===== src/rtl/sa_cache_tag_pkg.sv =====
// -----------------------------------------------------------------------------
// icache_def
// Shared types for the set-associative cache tag store.
//   sa_tag_entry_t   : one stored tag entry {valid, dirty, tag}
//   sa_flush_state_t : state encoding of the flush sequencer
// SA_TAG_W is the default tag width the entry struct is built with.
// -----------------------------------------------------------------------------
package icache_def;

  localparam int SA_TAG_W = 18;

  typedef struct packed {
    logic                valid;
    logic                dirty;
    logic [SA_TAG_W-1:0] tag;
  } sa_tag_entry_t;

  typedef enum logic [1:0] {
    IDLE,
    FLUSH,
    DONE
  } sa_flush_state_t;

endpackage


===== src/rtl/sa_tag_way_bank.sv =====
// -----------------------------------------------------------------------------
// sa_tag_way_bank
// Storage for one way of the tag store: SETS entries of {valid, dirty, tag}.
//   clk, rst_n                    : clock, synchronous active-low reset
//   rd_index -> rd_valid/dirty/tag : combinational read of one set
//   wr_en, wr_index, wr_tag, wr_dirty : write one entry, marking it valid
//   clr_en, clr_index             : clear valid and dirty of one set, tag kept
// -----------------------------------------------------------------------------
module sa_tag_way_bank
  import icache_def::*;
#(
  parameter  int SETS  = 8,
  parameter  int TAG_W = 18,
  localparam int IDX_W = $clog2(SETS)
) (
  input  logic             clk,
  input  logic             rst_n,
  input  logic [IDX_W-1:0] rd_index,
  output logic             rd_valid,
  output logic             rd_dirty,
  output logic [TAG_W-1:0] rd_tag,
  input  logic             wr_en,
  input  logic [IDX_W-1:0] wr_index,
  input  logic [TAG_W-1:0] wr_tag,
  input  logic             wr_dirty,
  input  logic             clr_en,
  input  logic [IDX_W-1:0] clr_index
);

  logic             valid_q [SETS];
  logic             dirty_q [SETS];
  logic [TAG_W-1:0] tag_q   [SETS];

  // The clear is listed after the write so it wins if both ever hit one set;
  // the top never issues both because writes are blocked while flushing.
  always_ff @(posedge clk) begin
    if (!rst_n) begin
      for (int s = 0; s < SETS; s++) begin
        valid_q[s] <= 1'b0;
        dirty_q[s] <= 1'b0;
        tag_q[s]   <= '0;
      end
    end else begin
      if (wr_en) begin
        valid_q[wr_index] <= 1'b1;
        dirty_q[wr_index] <= wr_dirty;
        tag_q[wr_index]   <= wr_tag;
      end
      if (clr_en) begin
        valid_q[clr_index] <= 1'b0;
        dirty_q[clr_index] <= 1'b0;
      end
    end
  end

  assign rd_valid = valid_q[rd_index];
  assign rd_dirty = dirty_q[rd_index];
  assign rd_tag   = tag_q[rd_index];

endmodule


===== src/rtl/sa_cache_tag.sv =====
// -----------------------------------------------------------------------------
// sa_cache_tag
// N-way set-associative tag store with registered lookup, victim selection,
// per-set round-robin replacement pointer and a one-set-per-cycle flush.
//   clk, rst_n            : clock, synchronous active-low reset
//   req_valid/ready/index/tag : lookup request (ready low while flushing)
//   lookup_valid/hit/way  : registered lookup result, one cycle after accept
//   lookup_victim_*       : replacement way and its stored state
//   wr_en/index/way/tag/dirty : entry fill/update, ignored while flushing
//   flush_start/busy/done : invalidate-all sequencer control and status
// -----------------------------------------------------------------------------
module sa_cache_tag
  import icache_def::*;
#(
  parameter  int WAYS  = 2,
  parameter  int SETS  = 8,
  parameter  int TAG_W = 18,
  localparam int IDX_W = $clog2(SETS),
  localparam int WAY_W = (WAYS > 1) ? $clog2(WAYS) : 1
) (
  input  logic             clk,
  input  logic             rst_n,
  input  logic             req_valid,
  output logic             req_ready,
  input  logic [IDX_W-1:0] req_index,
  input  logic [TAG_W-1:0] req_tag,
  output logic             lookup_valid,
  output logic             lookup_hit,
  output logic [WAY_W-1:0] lookup_way,
  output logic [WAY_W-1:0] lookup_victim_way,
  output logic             lookup_victim_valid,
  output logic             lookup_victim_dirty,
  output logic [TAG_W-1:0] lookup_victim_tag,
  input  logic             wr_en,
  input  logic [IDX_W-1:0] wr_index,
  input  logic [WAY_W-1:0] wr_way,
  input  logic [TAG_W-1:0] wr_tag,
  input  logic             wr_dirty,
  input  logic             flush_start,
  output logic             flush_busy,
  output logic             flush_done
);

  sa_flush_state_t  state, state_next;
  logic [IDX_W-1:0] counter, counter_next;
  logic             clr_en;
  logic             wr_accept;
  logic             req_accept;

  logic [WAY_W-1:0] rr_ptr [SETS];

  logic             way_valid [WAYS];
  logic             way_dirty [WAYS];
  logic [TAG_W-1:0] way_tag   [WAYS];

  logic             hit_c;
  logic [WAY_W-1:0] hit_way_c;
  logic [WAY_W-1:0] victim_way_c;
  logic             victim_valid_c;
  logic             victim_dirty_c;
  logic [TAG_W-1:0] victim_tag_c;

  assign req_ready  = (state == IDLE);
  assign flush_busy = (state != IDLE);
  assign flush_done = (state == DONE);
  assign req_accept = req_valid && req_ready;
  assign wr_accept  = wr_en && (state == IDLE);

  // One bank per way; all banks are read at req_index so the lookup sees the
  // array contents from before any write landing on the same edge.
  for (genvar w = 0; w < WAYS; w++) begin : g_way
    sa_tag_way_bank #(
      .SETS  (SETS),
      .TAG_W (TAG_W)
    ) u_bank (
      .clk       (clk),
      .rst_n     (rst_n),
      .rd_index  (req_index),
      .rd_valid  (way_valid[w]),
      .rd_dirty  (way_dirty[w]),
      .rd_tag    (way_tag[w]),
      .wr_en     (wr_accept && (wr_way == WAY_W'(w))),
      .wr_index  (wr_index),
      .wr_tag    (wr_tag),
      .wr_dirty  (wr_dirty),
      .clr_en    (clr_en),
      .clr_index (counter)
    );
  end

  // Walking the ways from high to low lets the lowest matching way and the
  // lowest invalid way win; the round-robin pointer is only the fallback.
  always_comb begin
    hit_c        = 1'b0;
    hit_way_c    = '0;
    victim_way_c = rr_ptr[req_index];
    for (int w = WAYS - 1; w >= 0; w--) begin
      if (way_valid[w] && (way_tag[w] == req_tag)) begin
        hit_c     = 1'b1;
        hit_way_c = WAY_W'(w);
      end
      if (!way_valid[w]) begin
        victim_way_c = WAY_W'(w);
      end
    end
  end

  // Report the stored state of whichever way was chosen as victim.
  always_comb begin
    victim_valid_c = 1'b0;
    victim_dirty_c = 1'b0;
    victim_tag_c   = '0;
    for (int w = 0; w < WAYS; w++) begin
      if (victim_way_c == WAY_W'(w)) begin
        victim_valid_c = way_valid[w];
        victim_dirty_c = way_dirty[w];
        victim_tag_c   = way_tag[w];
      end
    end
  end

  // Result registers hold a lookup for exactly one cycle and return to zero
  // whenever no request was accepted.
  always_ff @(posedge clk) begin
    if (!rst_n) begin
      lookup_valid        <= 1'b0;
      lookup_hit          <= 1'b0;
      lookup_way          <= '0;
      lookup_victim_way   <= '0;
      lookup_victim_valid <= 1'b0;
      lookup_victim_dirty <= 1'b0;
      lookup_victim_tag   <= '0;
    end else begin
      lookup_valid        <= req_accept;
      lookup_hit          <= req_accept ? hit_c          : 1'b0;
      lookup_way          <= req_accept ? hit_way_c      : '0;
      lookup_victim_way   <= req_accept ? victim_way_c   : '0;
      lookup_victim_valid <= req_accept ? victim_valid_c : 1'b0;
      lookup_victim_dirty <= req_accept ? victim_dirty_c : 1'b0;
      lookup_victim_tag   <= req_accept ? victim_tag_c   : '0;
    end
  end

  // A write into the way the set's pointer names moves the pointer on, so
  // the next replacement in that set goes to the following way.
  always_ff @(posedge clk) begin
    if (!rst_n) begin
      for (int s = 0; s < SETS; s++) begin
        rr_ptr[s] <= '0;
      end
    end else if (wr_accept && (wr_way == rr_ptr[wr_index])) begin
      if (rr_ptr[wr_index] == WAY_W'(WAYS - 1)) begin
        rr_ptr[wr_index] <= '0;
      end else begin
        rr_ptr[wr_index] <= rr_ptr[wr_index] + WAY_W'(1);
      end
    end
  end

  always_ff @(posedge clk) begin
    if (!rst_n) begin
      state   <= IDLE;
      counter <= '0;
    end else begin
      state   <= state_next;
      counter <= counter_next;
    end
  end

  // Flush walks every set once, then spends one cycle in DONE to pulse
  // flush_done before reopening the request port.
  always_comb begin
    state_next   = state;
    counter_next = counter;
    clr_en       = 1'b0;
    case (state)
      IDLE: begin
        if (flush_start) begin
          state_next   = FLUSH;
          counter_next = '0;
        end
      end
      FLUSH: begin
        clr_en = 1'b1;
        if (counter == IDX_W'(SETS - 1)) begin
          state_next = DONE;
        end else begin
          counter_next = counter + IDX_W'(1);
        end
      end
      DONE: begin
        state_next = IDLE;
      end
      default: begin
        state_next = IDLE;
      end
    endcase
  end

endmodule


===== config.mk =====
export PLATFORM = sky130hd
export DESIGN_NAME = sa_cache_tag
export DESIGN_NICKNAME = d
export VERILOG_FILES = /design/src/rtl/sa_cache_tag_pkg.sv /design/src/rtl/sa_tag_way_bank.sv /design/src/rtl/sa_cache_tag.sv
export SDC_FILE = /design/constraint.sdc
export NUM_CORES = 1
export LEC_CHECK = 0
export ABC_AREA = 1
export BUFFER_PORTS_ARGS = -buffer_cell sky130_fd_sc_hd__buf_2
export CAP_MARGIN = 5
export CORE_MARGIN = 5
export CORE_UTILIZATION = 56
export DETAILED_ROUTE_END_ITERATION = 8
export GPL_TIMING_DRIVEN = 0
export PLACE_DENSITY = 0.76
export SLEW_MARGIN = 25
export SYNTH_ARGS = -nofsm -noshare
export SYNTH_HDL_FRONTEND = slang
export SYNTH_HIERARCHICAL = 1
export SYNTH_SLANG_ARGS = --single-unit

===== constraint.sdc =====
create_clock -name clk -period 2.2 [get_ports clk]
set_clock_uncertainty 0.05 [all_clocks]
set_input_delay 0.44 -clock clk [delete_from_list [all_inputs] [get_ports clk]]
set_output_delay 0.44 -clock clk [all_outputs]
set_load 0.03 [all_outputs]

# Yosys cells after proc, flatten, opt, wreduce, memory -nomap -nowiden
# Memories as Yosys holds them, arrays and structs flattened.
# Cells that the tools add are included.
[classes]
addsub = 2
n_eq_ne = 9
muxes = 66
bitwise_logic = 4
n_reduce_logical = 25
[op_table]
columns = ["operator", "n"]
rows = [
  ["$mux W18", 3],
  ["$mux W1", 46],
  ["$mux W3", 13],
  ["$eq A18 B18 Y1", 2],
  ["$reduce_or A18 Y1", 2],
  ["$reduce_or A1 Y1", 9],
  ["$logic_and A1 B1 Y1", 7],
  ["$pmux W3 S2", 1],
  ["$mux W2", 2],
  ["$ne A2 B2 Y1 const B", 2],
  ["$pmux W2 S2", 1],
  ["$reduce_and A2 Y1", 2],
  ["$reduce_bool A2 Y1", 2],
  ["$add A3 B1 Y3 const B", 1],
  ["$eq A3 B3 Y1 const B", 1],
  ["$not A1 Y1", 3],
  ["$reduce_and A3 Y1", 1],
  ["$reduce_or A3 Y1", 1],
  ["$eq A2 B1 Y1 const B", 1],
  ["$eq A2 B2 Y1 const B", 1],
  ["$logic_not A2 Y1", 1],
  ["$ne A2 B1 Y1 const B", 1],
  ["$add A1 B1 Y1 const B", 1],
  ["$eq A1 B1 Y1", 1],
  ["$or A1 B1 Y1", 1],
]
[totals]
reg_bits = 29
mem_bits_rw = 328
input_bits = 49
out_inout_bits = 27
elab_cells = 122
n_memories = 7
[memory_table]
columns = ["memory", "depth", "width", "rd", "rd_ports_with_merged_regs", "write_ports", "line_no", "text"]
rows = [
  ["g_way[0].u_bank.tag_q", 8, 18, 1, 0, 8, "sa_tag_way_bank.sv:32", "logic [TAG_W-1:0] tag_q [SETS];"],
  ["g_way[1].u_bank.tag_q", 8, 18, 1, 0, 8, "sa_tag_way_bank.sv:32", ""],
  ["g_way[0].u_bank.dirty_q", 8, 1, 1, 0, 8, "sa_tag_way_bank.sv:31", "logic dirty_q [SETS];"],
  ["g_way[0].u_bank.valid_q", 8, 1, 1, 0, 8, "sa_tag_way_bank.sv:30", "logic valid_q [SETS];"],
  ["g_way[1].u_bank.dirty_q", 8, 1, 1, 0, 8, "sa_tag_way_bank.sv:31", ""],
  ["g_way[1].u_bank.valid_q", 8, 1, 1, 0, 8, "sa_tag_way_bank.sv:30", ""],
  ["+1 memories", "-", "-", "-", "-", "-", "-", ""],
]

# Longest topological paths before layout
# Gate-level depths: netlist of the first run.
[depth]
depth_word = 9
ltp_mapped = 16
depth_no_buf = 14

# Cells and area by module
# The synthesis of the first run kept the hierarchy.
[modules_own_cells]
columns = ["module", "instances", "cells_each", "area_per_inst_um2", "seq_area_each_um2"]
rows = [
  ["sa_tag_way_bank", 2, 989, 7957.6, 4644.5],
  ["sa_cache_tag", 1, 339, 2318.5, 740.7],
]

# Worst setup path after synthesis of the first run
# No wires, ideal clock.
[synth_path]
kind = "register to register"
from = "register state[0]"
to = "memory g_way[1].u_bank.tag_q[0][0], enable pin"
setup_ns = 0.375
arrival_time_ns = 1.808
t_required_ns = 1.775
slack_ns = -0.033
path_stages_with_launch = 9
path_buffers = 1
period_less_slack_ns = 2.233
cell_sequence = "dfxtp_1 -> nor2_4 -> nand2_1 -> nor2_1 -> nand2_1 -> nor2_2 -> nand2_1 -> buf_2 -> nand2_1"
[synth_rtl]
columns = ["element", "line_no", "text"]
rows = [
  ["start, declared", "sa_cache_tag.sv:44", "sa_flush_state_t state, state_next;"],
  ["start signal, assigned", "sa_cache_tag.sv:165", "state <= state_next;"],
  ["end, declared", "sa_tag_way_bank.sv:32", ""],
]

==> out/results.ini, run 1 <==
[clocking]
htreeDepth = 2
cts_sinks = 357
path_clk_slew_ns = 0.06
root_buffer = clkbuf_16
worstSkewPairLatency_ns = 0.52
cts_hold_buf = 0
cts_buffers = 39
cts_tree = done
cts_buffer_depth = 3
postCtsSetupBuffers = 0

[logic_synthesis]
synthTopCellsByCount = 711 x nand2_1, 428 x inv_1, 391 x nor2_1, 288 x edfxtp_1, 179 x nand3_1
yosys.area.top_type = edfxtp_1
ys_warn_count = 6
synthesis.area_sq_um = 18200
synth_compound_area_share_pct = 2.06
synth_area_per_cell_sq_um = 7.87
synth_edf_count = 288
yosysTopAreaCellShare_pct = 47.4
yosysSeqAreaShare_pct = 55.0
synth_top_family_by_area = simple AND/OR/NAND/NOR gates
syn_nets = 2368
synth_xor_area_share_pct = 0.672
synth_fa_ha_area_share_pct = 0.137
synthSimpleGateAreaFrac_pct = 30.0
async_flop_share_pct = 0
synthMuxAreaShare_pct = 0
synth_cell_type_count = 34
ys_seq_elements = 357
synth.most_common_cell = nand2_1
synthCells = 2317
synthTopCellsByArea = edfxtp_1 47%, nand2_1 15%, inv_1 8.8%, nor2_1 8.0%, dfxtp_1 7.6%
synthFlopType = edfxtp_1

[sta]
grt_setup_unrepaired = true
final-hold-violation-count = 0
layout_setup_ws_ns = 0.0577
period_minus_slack_ns = 2.14
slew_headroom_pct = 21.9
fmax_mhz = 467
fin_crit_sh_pct = 97.4
slew_violations = 0
worst_pin_slew_ns = 1.17
setup_viol = 0

[cells_and_area]
syn_to_final_growth_pct = 14.1
drive_gt1_share_pct = 12.2
final_cells = 2909
nFillCells = 2706
nets = 2487

[critical_path]
timing.rr.start = state[0]
crit_path_start_kind = input port
critPathSlowestCell = buf_2
path_max_fanout = 10
crit_path_cell_trace = buf_2 > clkbuf_2 > inv_1 > buf_2 > nand3_1 > nand2_1 > nand2_1 > nand2_2 > a21boi_0 > nand4_1 > nor2_1 > nand3_1 > nor2_1
arrival_ns = 2.53
worstPathRequired_ns = 2.59
critPathLaunch = req_index[1]
crit_type = in2reg
slowest_delay_ns = 0.25
worstRegToRegCells = 8
cp-end-kind = flop

[floorplanning]
io-pin-count = 76
core_sq_um = 32400
start_util_pct = 56.3
die_y_um = 190
fp.dieW_um = 190
die_area_sq_um = 36300
num_rows = 66

[detailed_routing]
wl_per_cell_um = 16.4
drc_errors = 0
ant_nets = 0
num_vias = 15100
drt_iter0_drc = 1343
dr.pass1.iters = 6
wl_um = 47700
vias_per_cell = 5.17

[place]
hpwl_um = 34300
gp_congestion = 0.967
pre_cts_slack_ns = -0.688
dpl.cell_count = 2834
io_buffers = 75

[power_and_ir_drop]
p_sw_w = 0.00382
p_leak_nw = 10.1
comb_power_share_pct = 10.9
p_int_w = 0.0117
pwr_density_cell_nw_per_um2 = 746
power_frac_clock_pct = 40.3
p_sw_share_pct = 24.6
irDropWorstVdd_mv = 0.456
seqPwrFrac_pct = 48.9

[global_route]
grt_max_degree = 19
first_global_vias = 14200
grt_pass1_wl_um = 73200
grt.total_usage_pct = 25.7
grt.overflow.total = 0
antenna_found_initial = 6

[min_path]
worstHoldStart = req_valid
holdCritPathClass = in2reg
holdPathStages = 3

[run_status]
status = complete, no violations

[flow_run]
drv_cap = 0

cell families (layout without fill, tap and decap cells):
family,count (synthesis),count (layout)
AO/OA/AOI/OAI,59,59
AND/OR/NAND/NOR,1341,1344
adder cells (fa/ha/maj),2,2
flip-flops,357,357
XOR/XNOR,14,14
other,0,2
buffers and inverters,544,689
critical path, delay by kind of cell:
family          cells  cell delay, ns
simple gates        8            1.07
compound gates      1            0.24
buf+inv             4            0.76
timing repair:
| action | CTS | global route |
|---|---|---|
| setup endpoints to repair | 296 | 302 |
| gates resized for setup | 31 | 61 |
| gates cloned | 0 | 3 |
state kept, by name (all words and copies together), names as in the netlist, 2 cells and up:
register / count
counter: 3
g_way.u_bank/dirty_q: 16
g_way.u_bank/tag_q: 288
g_way.u_bank/valid_q: 16
lookup_victim_tag: 18
rr_ptr: 8
state: 2
power groups by stage:
| stage | sequential [W] | combinational [W] | clock, W |
|---|---|---|---|
| floorplan | 0.00775 | 0.00103 | 0 |
| global placement | 0.00772 | 0.00154 | 0 |
| detailed placement | 0.00773 | 0.00157 | 0 |
| CTS | 0.00759 | 0.00161 | 0.00633 |
| global route | 0.00760 | 0.00185 | 0.00663 |
| finish | 0.00759 | 0.00169 | 0.00625 |
metal layers:
| layer | up-vias | part of all wire (%) | global-route usage (%) | routed length [um] |
|---|---|---|---|---|
| met4 | 8 | 3.3 | 8.40 | 1550 |
| met5 | - | 0.075 | 0 | 36 |
| met1 | 6908 | 41 | 34.9 | 19400 |
| met3 | 122 | 9.9 | 5.95 | 4700 |
| met2 | 703 | 46 | 41.2 | 22000 |
| li1 | 7309 | - | - | - |
final timing paths:
check | endpoint | slack, ns
worst max register to register | g_way[0].u_bank/tag_q[3][10] | 0.17
worst max-delay path | lookup_way | 0.06
worst min register to register | g_way[0].u_bank/valid_q[5] | 0.41
worst min-delay path | lookup_victim_valid | 0.18
final cells by class:
cell class              count  area [sq um]  share of cell area [%]
flip-flops and latches    357         10000                    48.2
multi-input cells        1419          6340                    30.5
inverters                 436          1650                    7.94
clock buffers              56          1100                    5.30
plain buffers             108           628                    3.02
well taps                 442           553                    2.66
repair buffers             75           378                    1.82
clock inverters            14           111                   0.535
diodes                      2          5.00                  0.0241
through the flow:
step / hold WS (ns) / cell area [sq um] / total power [W] / utilization [%] / setup TNS, ns
floorplan: 0.394 / 18300 / 0.00878 / - / 0
global placement: 0.403 / 19200 / 0.00926 / 59.3 / -78.36
detailed placement: 0.405 / 19200 / 0.00930 / 59.3 / -89.87
CTS: 0.168 / 20600 / 0.0155 / 63.5 / -0.000729
global route: 0.200 / 20800 / 0.0161 / 64.2 / -0.0285
finish: 0.182 / 20800 / 0.0155 / 64.2 / 0
cell usage in the layout (no fill, tap or decap), types with 8 or more instances in the layout:
cell type	count
nor3_1	8
clkinv_1	8
clkbuf_2	13
edfxtp_1	288
nand4_1	17
o21ai_0	33
nand2_1	691
a21boi_1	9
buf_2	133
clkbuf_1	22
nor2_1	385
nand2_8	18
dfxtp_1	69
nor2_2	21
a21boi_2	8
nand3_1	179
clkbuf_16	41
inv_1	428
clkbuf_4	13
(Power assumes the default switching activity.)
==> inputs of run 2 (changes only) <==
--- a/config.mk
+++ b/config.mk
@@ -9,10 +9,10 @@
 export BUFFER_PORTS_ARGS = -buffer_cell sky130_fd_sc_hd__buf_2
 export CAP_MARGIN = 5
 export CORE_MARGIN = 5
-export CORE_UTILIZATION = 56
+export CORE_UTILIZATION = 52
 export DETAILED_ROUTE_END_ITERATION = 8
 export GPL_TIMING_DRIVEN = 0
-export PLACE_DENSITY = 0.76
+export PLACE_DENSITY = 0.72
 export SLEW_MARGIN = 25
 export SYNTH_ARGS = -nofsm -noshare
 export SYNTH_HDL_FRONTEND = slang
==> run 2 against run 1 <==
Net effect:
- die area up 7.3%
- highest routed layer unchanged
- worst hold slack better by 0.036 ns
- largest cell class unchanged
- critical path depth up 3
- wire length up 0.79%
==> out/results.ini, run 2 (synthesis results as in run 1) <==
[run_status]
status = complete, no violations  ; unchanged

[critical_path]
critPathLaunch = req_index[0]  ; was req_index[1]
cp-end-kind = flop  ; unchanged
worstRegToRegCells = 8  ; unchanged
cp_common_cell = nand2_1
critPathSlowestCell = buf_2  ; unchanged
crit_type = in2reg  ; unchanged
timing.rr.start = state[0]  ; unchanged
crit_path_cell_trace = clkbuf_4 > buf_6 > inv_2 > buf_2 > nand2_1 > nand3_1 > nand2_1 > nand2_1 > nand2_1 > nand2_1 > o21ai_0 > nor2_1 > nand4_1 > nor2_1 > nand3_1 > nor2_1  ; was buf_2 > clkbuf_2 > inv_1 > buf_2 > nand3_1 > nand2_1 > nand2_1 > nand2_2 > a21boi_0 > nand4_1 > nor2_1 > nand3_1 > nor2_1
path_max_fanout = 10  ; unchanged
worstPathRequired_ns = 2.58  ; was 2.59 ns
arrival_ns = 2.47  ; was 2.53 ns
slowest_delay_ns = 0.26  ; was 0.25 ns
crit_path_start_kind = input port  ; unchanged

[detailed_routing]
num_vias = 15000  ; was 15,100
ant_nets = 0  ; unchanged
drc_errors = 0  ; unchanged
dr.pass1.iters = 5  ; was 6
wl_per_cell_um = 16.5  ; was 16.4 um
vias_per_cell = 5.15  ; was 5.17
wl_um = 48100  ; was 47,700 um
drt_iter0_drc = 1397  ; was 1,343

[place]
pre_cts_slack_ns = -0.759  ; was -0.688 ns
io_buffers = 75  ; unchanged
hpwl_um = 34800  ; was 34,300 um
gp_congestion = 0.938  ; was 0.967
dpl.cell_count = 2847  ; was 2,834

[power_and_ir_drop]
power_frac_clock_pct = 38.9  ; was 40.3%
p_leak_nw = 10.1  ; about the same
pwr_density_cell_nw_per_um2 = 731  ; was 746 nW/um^2
p_sw_w = 0.00379  ; was 0.00382 W
p_sw_share_pct = 24.9  ; was 24.6%
comb_power_share_pct = 11.2  ; was 10.9%
seqPwrFrac_pct = 49.9  ; was 48.9%
power.total_w = 0.0152  ; was 0.0155 W
p_int_w = 0.0114  ; was 0.0117 W
irDropWorstVdd_mv = 0.580  ; was 0.456 mV

[clocking]
cts_sinks = 357  ; unchanged
cts_hold_buf = 0  ; unchanged
path_clk_slew_ns = 0.06  ; about the same
worstSkewPairLatency_ns = 0.52  ; about the same
cts_buffer_depth = 3  ; unchanged
root_buffer = clkbuf_16  ; unchanged
cts_tree = done  ; unchanged
postCtsSetupBuffers = 0  ; unchanged
htreeDepth = 2  ; unchanged
cts_buffers = 40  ; was 39

[global_route]
busiest_layer = met2  ; unchanged
antenna_found_initial = 7  ; was 6
gr-usage-met1_pct = 33.0  ; was 34.9%
grt_max_degree = 19  ; unchanged
grtUsageMet2_pct = 38.5  ; was 41.2%
grt.total_usage_pct = 24.1  ; was 25.7%
first_global_vias = 14200  ; about the same
grt_pass1_wl_um = 74100  ; was 73,200 um
globalRouteMet3Util_pct = 4.81  ; was 5.95%
grt.overflow.total = 0  ; unchanged

[cells_and_area]
drive_gt1_share_pct = 12.0  ; was 12.2%
final_cells = 2921  ; was 2,909
final_cell_mix = 691 x nand2_1, 428 x inv_1, 386 x nor2_1  ; was 691 x nand2_1, 428 x inv_1, 385 x nor2_1
top_register = g_way.u_bank/tag_q  ; unchanged
nFillCells = 3030  ; was 2,706
reg_top3 = g_way.u_bank/tag_q: 288 flops, lookup_victim_tag: 18 flops  ; unchanged
syn_to_final_growth_pct = 14.1  ; about the same
final_common_cell = nand2_1  ; unchanged
multi_input_area_sq_um = 6370  ; was 6340 sq um
postLayoutCoreUtil_pct = 60.2  ; was 64.2%
largest_reg_flops = 288  ; unchanged
nets = 2489  ; was 2,487
regArea_sq_um = 10000  ; unchanged

[floorplanning]
die_area_sq_um = 38900  ; was 36,300 sq um
die_y_um = 197  ; was 190 um
fp.dieW_um = 197  ; was 190 um
core_sq_um = 34500  ; was 32,400 sq um
start_util_pct = 52.8  ; was 56.3%
num_rows = 68  ; was 66
io-pin-count = 76  ; unchanged

[min_path]
holdCritPathClass = in2reg  ; unchanged
holdPathStages = 4  ; was 3
worstHoldStart = flush_start  ; was req_valid

[sta]
setup_viol = 0  ; unchanged
fin_crit_sh_pct = 95.0  ; was 97.4%
fmax_mhz = 479  ; was 467 MHz
layout_setup_ws_ns = 0.111  ; was 0.0577 ns
final-hold-violation-count = 0  ; unchanged
period_minus_slack_ns = 2.09  ; was 2.14 ns
slew_headroom_pct = 14.4  ; was 21.9%
slew_violations = 0  ; unchanged
worst_pin_slew_ns = 1.28  ; was 1.17 ns

[flow_run]
drv_cap = 0  ; unchanged

-- run 2: path summary, 6_finish.rpt --
path / to / slack (ns)
worst max register to register: g_way[0].u_bank/tag_q[3][9] / 0.18
worst max-delay path: lookup_way / 0.11
worst min register to register: g_way[0].u_bank/valid_q[3] / 0.41
worst min-delay path: counter[0] / 0.22
-- run 2: stage by stage --
| step | hold WS, ns | instance area, sq um | TNS [ns] |
|---|---|---|---|
| finish | 0.218 | 20800 | 0 |
| floorplan | 0.394 | 18300 | 0 |
| global placement | 0.402 | 19200 | -79.58 |
| global route | 0.247 | 20800 | -0.0184 |
| detailed placement | 0.407 | 19200 | -96.94 |
| CTS | 0.204 | 20500 | -3.47 |
-- run 2: area by class of cell --
type / instances / area share (%)
multi-input cells: 1420 / 30.6
clock inverters: 9 / 0.199
flip-flops and latches: 357 / 48.2
diodes: 3 / 0.0361
repair buffers: 75 / 1.82
well taps: 455 / 2.74
plain buffers: 108 / 3.17
clock buffers: 58 / 5.24
inverters: 436 / 7.95
-- run 2: layer usage --
metal	vias to the layer above	part of all wire [%]
met5	-	0.094
met4	6	3.6
met3	123	8.8
met2	606	46
met1	6981	42
li1	7317	-
-- run 2: critical path: cells and delay by family --
kind,cells,cell delay (ns)
and+or+nand+nor,11,1.17
AOI/OAI and AO/OA,1,0.10
buffers and inverters,4,0.75
-- run 2: power by group through the flow --
stage	sequential [W]	combinational, W	clock, W
after floorplan	0.00775	0.00103	0
after global placement	0.00772	0.00154	0
after detailed placement	0.00773	0.00158	0
after CTS	0.00759	0.00162	0.00600
after global routing	0.00760	0.00188	0.00631
final	0.00759	0.00171	0.00591
-- run 2: what timing repair did --
item / CTS / global route
hold endpoints to repair: 0 / 0
gates cloned: 0 / 4
pin swaps: 0 / 0
resized for setup: 29 / 86
endpoints found under the setup margin: 300 / 303
==> inputs of run 3 (changes only) <==
--- a/config.mk
+++ b/config.mk
@@ -8,11 +8,13 @@
 export ABC_AREA = 1
 export BUFFER_PORTS_ARGS = -buffer_cell sky130_fd_sc_hd__buf_2
 export CAP_MARGIN = 5
+export CELL_PAD_IN_SITES_DETAIL_PLACEMENT = 1
+export CELL_PAD_IN_SITES_GLOBAL_PLACEMENT = 2
 export CORE_MARGIN = 5
-export CORE_UTILIZATION = 52
+export CORE_UTILIZATION = 34
 export DETAILED_ROUTE_END_ITERATION = 8
 export GPL_TIMING_DRIVEN = 0
-export PLACE_DENSITY = 0.72
+export PLACE_DENSITY_LB_ADDON = 0.1
 export SLEW_MARGIN = 25
 export SYNTH_ARGS = -nofsm -noshare
 export SYNTH_HDL_FRONTEND = slang
==> run 3 against run 2 <==
Net effect:
- worst hold slack lost 0.054 ns
- clock power grew 19%
- sequential share of layout area shrank 1.4 points
- global-route usage shrank 4.9 points
- die area grew 50%
- worst setup slack gained 0.0060 ns
- fmax grew 0.29%
- first-iteration DRC count shrank 45%
- critical path depth shrank 8
- highest routed layer unchanged
==> out/results.ini, run 3 (synthesis results as in run 1) <==
[run_status]
status = complete, no violations  ; unchanged

[sta]
slew_headroom_pct = 8.90  ; was 14.4%
period_minus_slack_ns = 2.08  ; was 2.09 ns
final-hold-violation-count = 0  ; unchanged
whs_ns = 0.163  ; was 0.218 ns
setup_viol = 0  ; unchanged
slew_violations = 0  ; unchanged
worst_pin_slew_ns = 1.37  ; was 1.28 ns
fin_crit_sh_pct = 94.7  ; was 95.0%
fmax_mhz = 480  ; was 479 MHz
grt_setup_unrepaired = true
layout_setup_ws_ns = 0.117  ; was 0.111 ns

[clocking]
htreeDepth = 2  ; unchanged
postCtsSetupBuffers = 0  ; unchanged
path_clk_slew_ns = 0.06  ; about the same
root_buffer = clkbuf_16  ; unchanged
worstSkewPairLatency_ns = 0.57  ; was 0.52 ns
cts_tree = done  ; unchanged
cts_buffers = 44  ; was 40
cts_buffer_depth = 3  ; unchanged
cts_sinks = 357  ; unchanged

[power_and_ir_drop]
pwr_density_cell_nw_per_um2 = 765  ; was 731 nW/um^2
p_leak_nw = 10.3  ; was 10.1 nW
irDropWorstVdd_mv = 0.469  ; was 0.580 mV

[floorplanning]
die_area_sq_um = 58400  ; was 38,900 sq um
fp.dieW_um = 242  ; was 197 um
start_util_pct = 34.5  ; was 52.8%
num_rows = 84  ; was 68
die_y_um = 242  ; was 197 um
io-pin-count = 76  ; unchanged
core_sq_um = 52900  ; was 34,500 sq um

[critical_path]
crit_path_cell_trace = nor2_4 > nand2_2 > nor2_1 > nand2_1 > nor2_4 > nand2_1 > clkbuf_4 > nand2_8  ; was clkbuf_4 > buf_6 > inv_2 > buf_2 > nand2_1 > nand3_1 > nand2_1 > nand2_1 > nand2_1 > nand2_1 > o21ai_0 > nor2_1 > nand4_1 > nor2_1 > nand3_1 > nor2_1
path_buf_inv = 1  ; was 4
crit_type = reg2reg  ; was in2reg
slowest_delay_ns = 0.34  ; was 0.26 ns
arrival_ns = 2.27  ; was 2.47 ns
path_delay_family = simple AND/OR/NAND/NOR gates  ; unchanged
critPathSlowestCell = dfxtp_1  ; was buf_2
cp-end-kind = flop  ; unchanged
path_max_fanout = 11  ; was 10
worstPathRequired_ns = 2.39  ; was 2.58 ns
crit_path_start_kind = flop  ; was input port

[cells_and_area]
final_cell_mix = 691 x nand2_1, 428 x inv_1, 385 x nor2_1  ; was 691 x nand2_1, 428 x inv_1, 386 x nor2_1
syn_to_final_growth_pct = 17.5  ; was 14.1%
reg_top3 = g_way.u_bank/tag_q: 288 flops, lookup_victim_tag: 18 flops  ; unchanged
drive_gt1_share_pct = 13.0  ; was 12.0%
largest_reg_flops = 288  ; unchanged
nFillCells = 6453  ; was 3,030
nets = 2497  ; was 2,489
top_register = g_way.u_bank/tag_q  ; unchanged
final_common_cell = nand2_1  ; unchanged
postLayoutCoreUtil_pct = 40.5  ; was 60.2%

[global_route]
first_global_vias = 15600  ; was 14,200
grt_max_degree = 19  ; unchanged
grt.total_usage_pct = 19.2  ; was 24.1%
antenna_found_initial = 13  ; was 7
grt_pass1_wl_um = 88200  ; was 74,100 um
grt.overflow.total = 0  ; unchanged

[detailed_routing]
ant_nets = 0  ; unchanged
vias_per_cell = 4.72  ; was 5.15
drc_errors = 0  ; unchanged
num_vias = 15000  ; about the same
dr.pass1.iters = 5  ; unchanged
wl_per_cell_um = 18.3  ; was 16.5 um
drt_iter0_drc = 770  ; was 1,397
wl_um = 57900  ; was 48,100 um

[place]
hpwl_um = 44000  ; was 34,800 um
io_buffers = 75  ; unchanged
gp_congestion = 0.837  ; was 0.938
pre_cts_slack_ns = -0.857  ; was -0.759 ns

[min_path]
holdCritPathClass = in2reg  ; unchanged

[flow_run]
drv_cap = 0  ; unchanged

==> run 3: cell count changes in the layout (fill, tap and decap cells not counted), moves of 6 or more <==
cell / change
buf_2: -8
buf_4: +10
clkbuf_1: -6
clkbuf_16: +6
clkinv_2: +9
==> run 3: stage by stage <==
stage / instances / power [W] / area, sq um / TNS (ns)
after floorplan: 2317 / 0.00878 / 18300 / 0
after global placement: 3080 / 0.00935 / 19500 / -108.36
after detailed placement: 3080 / 0.00941 / 19500 / -124.15
after CTS: 3164 / 0.0166 / 21200 / -0.545
after global routing: 3170 / 0.0171 / 21400 / -0.513
final: 3172 / 0.0164 / 21400 / 0
==> run 3: per-layer routing <==
metal	up-vias	share of wire (%)	GRT usage [%]	wire length, um
met5	-	0.17	1.47	100
met1	7281	48	26.2	27500
met3	78	6.3	5.23	3640
met4	14	2.2	4.33	1250
li1	7355	-	-	-
met2	257	44	30.7	25400
==> run 3: cell type report <==
class | count | area, sq um | share of cell area [%]
clock buffer | 62 | 1270 | 5.94
timing repair buffer | 75 | 378 | 1.76
tap | 688 | 861 | 4.02
inverter | 436 | 1650 | 7.72
sequential | 357 | 10000 | 46.8
multi-input combinational | 1424 | 6430 | 30.0
clock inverter | 18 | 118 | 0.549
buffer | 108 | 676 | 3.15
antenna | 4 | 10.0 | 0.0467
==> run 3: repair_timing <==
action / CTS / global route
pin swaps: 0 / 2
endpoints found under the hold margin: 0 / 0
gates resized for setup: 65 / 60
hold buffers: 0 / 0
setup endpoints to repair: 304 / 292
gates cloned: 4 / 4
==> run 3: final timing paths <==
path / from / endpoint / slack (ns) / cells past startpoint
setup / recovery: state[0] / g_way[0].u_bank/tag_q[4][4] / 0.12 / 8
hold / removal: flush_start / counter[0] / 0.16 / 4
setup reg to reg: state[0] / g_way[0].u_bank/tag_q[4][4] / 0.12 / 8
hold reg to reg: g_way[1].u_bank/valid_q[7] / g_way[1].u_bank/valid_q[7] / 0.41 / 2
==> run 3: tightest hold or removal path, stage by stage <==
cell     delay, ns
buf_2         0.08
a21oi_1       0.10
inv_1         0.06
a21oi_1       0.05
==> run 3: power breakdown <==
part	total (W)	leakage, nW	switching (W)	internal (W)
sequential	0.00759	3.57	0.0000742	0.00752
combinational	0.00176	6.04	0.00127	0.000491
clock	0.00704	0.688	0.00290	0.00414
total	0.0164	10.3	0.00425	0.0122
